==> src/rtl/seq_pattern_pkg.sv <==
// Shared types and constants for the sequence pattern controller.
// Latency: n/a (declarations only).
// Backpressure: n/a.
package seq_pattern_pkg;

    typedef enum logic [1:0] {
        ST_IDLE  = 2'd0,
        ST_RUN   = 2'd1,
        ST_PAUSE = 2'd2
    } state_t;

    // Legacy fixed sequence 0 -> 1 -> 2 -> 7 loaded into entries 0..3 on reset.
    localparam int RST_PAT0 = 0;
    localparam int RST_PAT1 = 1;
    localparam int RST_PAT2 = 2;
    localparam int RST_PAT3 = 7;

    localparam int DEF_LEN  = 4;
    localparam int LOOP_MAX = 255;

    // Reset content of table entry i; entries beyond the legacy pattern are 0.
    function automatic int rst_pattern(input int i);
        case (i)
            0:       rst_pattern = RST_PAT0;
            1:       rst_pattern = RST_PAT1;
            2:       rst_pattern = RST_PAT2;
            3:       rst_pattern = RST_PAT3;
            default: rst_pattern = 0;
        endcase
    endfunction

endpackage

==> src/rtl/seq_pattern_table.sv <==
// Pattern code register file: DEPTH x WIDTH, one write port, one async read port.
// Latency: write lands on the clock edge; read is combinational from raddr.
// Backpressure: none; writes are always taken when we is high.
// Ports: clk/rst, we/waddr/wdata write port, raddr/rdata read port.
module seq_pattern_table
    import seq_pattern_pkg::*;
#(
    parameter int  DEPTH = 8,
    parameter int  WIDTH = 3,
    localparam int AW    = $clog2(DEPTH)
) (
    input  logic             clk,
    input  logic             rst,
    input  logic             we,
    input  logic [AW-1:0]    waddr,
    input  logic [WIDTH-1:0] wdata,
    input  logic [AW-1:0]    raddr,
    output logic [WIDTH-1:0] rdata
);

    logic [WIDTH-1:0] mem [DEPTH];

    always_ff @(posedge clk or posedge rst) begin
        if (rst) begin
            for (int i = 0; i < DEPTH; i++) begin
                mem[i] <= WIDTH'(rst_pattern(i));
            end
        end else if (we) begin
            mem[waddr] <= wdata;
        end
    end

    assign rdata = mem[raddr];

endmodule

==> src/rtl/seq_pattern_ctrl.sv <==
// Programmable sequence controller: steps a code table under start/stop/step/clear, counts passes.
// Latency: commands sampled on the edge, state/idx/q/pulses visible the following cycle.
// Backpressure: none; config writes while running are dropped and flagged on cfg_err.
// Ports: start/stop/step/clear commands; cfg_* table/length/loop-target writes;
//        q (registered code), idx, busy, wrap/done/cfg_err single-cycle pulses.
module seq_pattern_ctrl
    import seq_pattern_pkg::*;
#(
    parameter int  DEPTH = 8,
    parameter int  WIDTH = 3,
    localparam int AW    = $clog2(DEPTH),
    localparam int LW    = AW + 1
) (
    input  logic             clk,
    input  logic             rst,
    input  logic             start,
    input  logic             stop,
    input  logic             step,
    input  logic             clear,
    input  logic             cfg_we,
    input  logic [AW-1:0]    cfg_addr,
    input  logic [WIDTH-1:0] cfg_data,
    input  logic             cfg_len_we,
    input  logic [LW-1:0]    cfg_len,
    input  logic             cfg_loops_we,
    input  logic [7:0]       cfg_loops,
    output logic [WIDTH-1:0] q,
    output logic [AW-1:0]    idx,
    output logic             busy,
    output logic             wrap,
    output logic             done,
    output logic             cfg_err
);

    state_t           state, state_nxt;
    logic [AW-1:0]    idx_r, idx_nxt;
    logic [7:0]       cnt_r, cnt_nxt, cnt_inc;
    logic [LW-1:0]    len_r;
    logic [7:0]       loops_r;
    logic [WIDTH-1:0] q_r, q_nxt, rd_dat;
    logic             wrap_r, wrap_nxt;
    logic             done_r, done_nxt;
    logic             err_r, err_nxt;
    logic             adv, at_end;
    logic             cfg_open, len_ok, tab_we, len_we, loops_we;

    // Config is only accepted while the sequence is not actively running.
    assign cfg_open = (state != ST_RUN);
    assign len_ok   = (cfg_len != '0) && (cfg_len <= LW'(DEPTH));
    assign tab_we   = cfg_open && cfg_we;
    assign len_we   = cfg_open && cfg_len_we && len_ok;
    assign loops_we = cfg_open && cfg_loops_we;
    assign err_nxt  = (!cfg_open && (cfg_we || cfg_len_we || cfg_loops_we)) ||
                      (cfg_open && cfg_len_we && !len_ok);

    // ">=" rather than "==" so a length shrunk below the current index in
    // PAUSE still wraps on the next advance instead of running off the end.
    assign at_end  = (LW'(idx_r) + LW'(1)) >= len_r;
    assign cnt_inc = (cnt_r == 8'(LOOP_MAX)) ? cnt_r : cnt_r + 8'd1;

    always_comb begin
        state_nxt = state;
        idx_nxt   = idx_r;
        cnt_nxt   = cnt_r;
        adv       = 1'b0;
        wrap_nxt  = 1'b0;
        done_nxt  = 1'b0;
        if (clear) begin
            state_nxt = ST_IDLE;
            idx_nxt   = '0;
            cnt_nxt   = '0;
        end else begin
            case (state)
                ST_RUN: begin
                    if (stop) state_nxt = ST_PAUSE;
                    else      adv       = 1'b1;
                end
                default: begin
                    // stop outranks start, so start+stop together leaves the state alone.
                    if (!stop) begin
                        if (start)     state_nxt = ST_RUN;
                        else if (step) adv       = 1'b1;
                    end
                end
            endcase
            if (adv) begin
                if (at_end) begin
                    idx_nxt  = '0;
                    wrap_nxt = 1'b1;
                    cnt_nxt  = cnt_inc;
                    // Only a running wrap can finish; manual steps just count.
                    // A target lowered below the count in PAUSE ends on the next wrap.
                    if (state == ST_RUN && loops_r != 8'd0 && cnt_inc >= loops_r) begin
                        done_nxt  = 1'b1;
                        state_nxt = ST_IDLE;
                        cnt_nxt   = '0;
                    end
                end else begin
                    idx_nxt = idx_r + AW'(1);
                end
            end
        end
    end

    seq_pattern_table #(
        .DEPTH (DEPTH),
        .WIDTH (WIDTH)
    ) u_table (
        .clk   (clk),
        .rst   (rst),
        .we    (tab_we),
        .waddr (cfg_addr),
        .wdata (cfg_data),
        .raddr (idx_nxt),
        .rdata (rd_dat)
    );

    // Forward a write hitting the entry about to be selected so q always equals table[idx].
    assign q_nxt = (tab_we && cfg_addr == idx_nxt) ? cfg_data : rd_dat;

    always_ff @(posedge clk or posedge rst) begin
        if (rst) begin
            state   <= ST_IDLE;
            idx_r   <= '0;
            cnt_r   <= '0;
            len_r   <= LW'(DEF_LEN);
            loops_r <= '0;
            q_r     <= WIDTH'(rst_pattern(0));
            wrap_r  <= 1'b0;
            done_r  <= 1'b0;
            err_r   <= 1'b0;
        end else begin
            state   <= state_nxt;
            idx_r   <= idx_nxt;
            cnt_r   <= cnt_nxt;
            q_r     <= q_nxt;
            wrap_r  <= wrap_nxt;
            done_r  <= done_nxt;
            err_r   <= err_nxt;
            if (len_we)   len_r   <= cfg_len;
            if (loops_we) loops_r <= cfg_loops;
        end
    end

    assign q       = q_r;
    assign idx     = idx_r;
    assign busy    = (state == ST_RUN);
    assign wrap    = wrap_r;
    assign done    = done_r;
    assign cfg_err = err_r;

endmodule
==> config.mk <==
export PLATFORM = sky130hd
export DESIGN_NAME = seq_pattern_ctrl
export DESIGN_NICKNAME = d
export VERILOG_FILES = /design/src/rtl/seq_pattern_pkg.sv /design/src/rtl/seq_pattern_table.sv /design/src/rtl/seq_pattern_ctrl.sv
export SDC_FILE = /design/constraint.sdc
export NUM_CORES = 1
export LEC_CHECK = 0
export CAP_MARGIN = 30
export CORE_UTILIZATION = 35
export DETAILED_ROUTE_END_ITERATION = 12
export HOLD_SLACK_MARGIN = 0.06
export SYNTH_ARGS = -nofsm -noshare
export SYNTH_HDL_FRONTEND = slang
export SYNTH_HIERARCHICAL = 1
export SYNTH_SLANG_ARGS = --single-unit
==> constraint.sdc <==
create_clock -name clk -period 4 [get_ports clk]
set_input_delay 0.8 -clock clk [delete_from_list [all_inputs] [get_ports clk]]
set_output_delay 0.8 -clock clk [all_outputs]
set_load 0.1 [all_outputs]
==> run_results.csv <==
group,metric,value,unit
global_route,antenna_found_initial,0,
global_route,grt_util_all_layers,14.9,%
worst_setup_path,critical_path.max_fanout,7,
worst_setup_path,crit_path_end_kind,"flop",
logic_synthesis,syn_nets,311,
sta,worst_max_slew_pin_slew,1.00,ns
clock_tree,cts.repair_timing.setup_buffer_count,0,
floorplanning,core-area,0.00876,mm^2
clock_tree,cts.sinks,55,
worst_setup_path,crit_required,4.20,ns
cells_and_area,most_used_cells_in_the_layout_excluding_fill_and_tap_cells,"sky130_fd_sc_hd__dfrtp_1, sky130_fd_sc_hd__clkdlybuf4s50_1, sky130_fd_sc_hd__mux2_2",
clock_tree,cts-buffers-inserted,5,
place,placed_wire_length_estimate_after_detailed_placement,5190,um
sta,fin_skew,0.0152,ns
clock_tree,post_cts_resize_count,0,
worst_setup_path,crit_type,"flop to flop",
place,buffer_ports.inserted,36,
drt,drcViolationCount,0,
drt,detail_route.vias_per_cell,5.30,
cells_and_area,fraction_of_final_layout_cells_with_drive_strength_greater_than_1,20.0,%
drt,first_iter_violations,139,
worst_setup_path,worst_r2r_path_depth,13,
logic_synthesis,netlist_area,0.00319,mm^2
power_and_ir_drop,p_sw_share,32.7,%
cells_and_area,syn2layout_area_growth,19.2,%
floorplanning,die_y,97.4,um
power_and_ir_drop,sequentialPowerShare,49.5,%
sta,tcrit_tclk_final,88.4,%
drt,first_pass_iters,4,
run_status,status,"finished, final reports clean",
power_and_ir_drop,powerDensity,375,mW/mm^2
hold_path,worst_hold_path_type,"flop to flop",
place,placedInstanceArea,0.00370,mm^2
logic_synthesis,sequential_area_share_after_synthesis,43.4,%
power_and_ir_drop,power.leakage,1.63,nW
logic_synthesis,synth.distinct_cells,52,
power_and_ir_drop,worst_ir_drop_vdd,0.351,mV
clock_tree,tritoncts,"built",
logic_synthesis,synthesis.area_per_instance,11.8,um^2
power_and_ir_drop,power.internal,0.000957,W
drt,detailroute.via_count,2242,
job,cap_viol_max_count,0,
hold_path,min_path_cells,1,
power_and_ir_drop,clockPowerShare,23.0,%
cells_and_area,nNetsFinal,355,
worst_setup_path,crit_arrival,3.73,ns
drt,final_antenna_net_count,0,
place,place_congestion,0.847,
clock_tree,cts_buffer_depth,2,
power_and_ir_drop,power.combinational.fraction,27.5,%
floorplanning,std_cell_rows,34,
sta,totalNegativeSetupSlack,0,ns
drt,drt_wl_total,6790,um
clock_tree,worst_setup_hold_path_clk_slew,0.10,ns
cells_and_area,postLayoutCoreUtil,43.3,%
clock_tree,cts_htree_levels,2,
global_route,number_of_global_route_vias_before_repair,2273,
floorplanning,dieArea,0.00949,mm^2
sta,slew-limit-headroom,33.0,%
sta,rsz_0062_raised_after_global_routing,"no",
clock_tree,cts.root.buffer_cell,"sky130_fd_sc_hd__clkbuf_8",
global_route,grt_start_max_net_pins,25,
cells_and_area,n_antenna_cell,0,
floorplanning,die_width,97.4,um
floorplanning,initial_core_utilization,36.4,%
cells_and_area,final_std_cell_area_no_fill,0.00380,mm^2
cells_and_area,layout.cells.most_common,"sky130_fd_sc_hd__dfrtp_1",
power_and_ir_drop,switching_power,0.000466,W
global_route,grt-ovfl-total,0,
logic_synthesis,synth.yosys.warnings,6,
clock_tree,holdBufCountCts,0,
global_route,grt_first_pass_wirelength,11300,um
sta,max_freq,283,MHz
worst_setup_path,critPathLaunchType,"flop",
sta,final_max_slew_viol_count,0,
sta,finalCriticalPeriod,3.53,ns
logic_synthesis,syn-instance-count,270,
sta,final_hold_slack,0.495,ns
sta,finalHoldViolCount,0,
logic_synthesis,flip_flop_and_latch_count_after_synthesis,55,
drt,wire_per_inst,16.1,um
clock_tree,insertion_delay,0.32,ns
floorplanning,i_o_pin_count,37,
sta,setup_viol,0,
[path summary, 6_finish.rpt]
path / end / slack (ns) / from
max reg2reg: q[1] / 0.47 / idx[0]
min reg2reg: u_table/mem[10] / 0.50 / u_table/mem[10]
min: u_table/mem[10] / 0.50 / u_table/mem[10]
min in group asynchronous: wrap / 0.77 / rst
max: q[1] / 0.47 / idx[0]
max in group asynchronous: u_table/mem[7] / 2.45 / rst
[registers in the layout, indices dropped and copies added, names as in the netlist]
register / cells
len_r: 4
cfg_err: 1
state: 2
q: 3
cnt_r: 8
idx: 3
loops_r: 8
wrap: 1
done: 1
u_table/mem: 24
[kinds of logic after synthesis]
| family | share of synthesized area [%] |
|---|---|
| xor gates and xnor gates | 1.37 |
| adders and majority gates | 5.50 |
| DFF | 43.4 |
| and+or+nand+nor | 14.1 |
| buffers and inverters | 3.57 |
| muxes | 20.5 |
| AOI/OAI and AO/OA | 11.5 |
[Yosys cell counts (all sizes together)]
| cell | n | area [um^2] |
|---|---|---|
| a2111oi | 4 | 53.8 |
| a211oi | 1 | 7.51 |
| a21o | 2 | 15.0 |
| a21oi | 11 | 62.6 |
| a221o | 2 | 20.0 |
| a221oi | 1 | 8.76 |
| a222oi | 1 | 10.0 |
| a22o | 6 | 52.6 |
| a22oi | 2 | 15.0 |
| a2bb2oi | 1 | 8.76 |
| a311oi | 1 | 8.76 |
| a31oi | 1 | 6.26 |
| and2 | 2 | 12.5 |
| and3 | 2 | 12.5 |
| and4bb | 3 | 37.5 |
| buf | 4 | 35.0 |
| dfrtp | 49 | 1230 |
| dfstp | 6 | 158 |
| ha | 14 | 175 |
| inv | 21 | 78.8 |
| mux2 | 44 | 495 |
| mux4 | 6 | 158 |
| nand2 | 5 | 18.8 |
| nand2b | 8 | 65.1 |
| nand3 | 9 | 45.0 |
| nand3b | 1 | 7.51 |
| nand4 | 3 | 18.8 |
| nand4b | 3 | 26.3 |
| nor2 | 21 | 78.8 |
| nor2b | 6 | 37.5 |
| nor3 | 4 | 25.0 |
| nor3b | 1 | 7.51 |
| nor4 | 3 | 33.8 |
| nor4b | 1 | 15.0 |
| o211ai | 1 | 7.51 |
| o21a | 2 | 15.0 |
| o21ai | 8 | 40.0 |
| o221ai | 2 | 23.8 |
| o22ai | 2 | 12.5 |
| or3 | 1 | 6.26 |
| xnor2 | 2 | 17.5 |
| xor2 | 3 | 26.3 |
[power by group through the flow]
| stage | Combinational (W) | Sequential, W | Clock [W] |
|---|---|---|---|
| after floorplan | 0.000208 | 0.000778 | 0 |
| after detailed placement | 0.000394 | 0.000717 | 0 |
| final | 0.000391 | 0.000705 | 0.000327 |
| after CTS | 0.000396 | 0.000706 | 0.000340 |
| after global routing | 0.000425 | 0.000718 | 0.000360 |
| after global placement | 0.000383 | 0.000719 | 0 |
[per-layer routing]
layer	share of wire [%]	wire length [um]	GRT usage, %	up-vias
li1	-	-	-	1096
met4	1.2	80	4.41	0
met3	4.4	296	3.02	9
met2	47	3210	24.5	50
met1	47	3200	19.7	1087
met5	0	0	0	-
[critical path: stages (launching register included)]
cell and delay (ns):
sky130_fd_sc_hd__dfrtp_1 0.47, sky130_fd_sc_hd__ha_1 0.30, sky130_fd_sc_hd__xor2_1 0.16, sky130_fd_sc_hd__ha_1 0.28
sky130_fd_sc_hd__o21ai_1 0.15, sky130_fd_sc_hd__nor2b_1 0.25, sky130_fd_sc_hd__nor2_1 0.13, sky130_fd_sc_hd__nor2_1 0.18
sky130_fd_sc_hd__a22oi_1 0.11, sky130_fd_sc_hd__nor2_1 0.10, sky130_fd_sc_hd__buf_4 0.18, sky130_fd_sc_hd__mux4_1 0.55
sky130_fd_sc_hd__mux2_2 0.27, sky130_fd_sc_hd__mux2_1 0.27
[cell type report]
cell class / count / area [um^2]
clock buffers: 5 / 68.8
clock inverters: 3 / 26.3
fillers: 833 / 4960
inverters: 21 / 78.8
multi-input cells: 190 / 1690
flip-flops and latches: 55 / 1380
well taps: 108 / 135
repair buffers: 41 / 418
[stage by stage]
step | cells | setup WS [ns] | total power [W]
after floorplan | 270 | 0.0856 | 0.000986
after detailed placement | 415 | 0.516 | 0.00111
after global routing | 423 | 0.298 | 0.00150
after CTS | 423 | 0.490 | 0.00144
after global placement | 414 | 0.568 | 0.00110
final | 423 | 0.466 | 0.00142
Power figures use the tool's default switching activity.
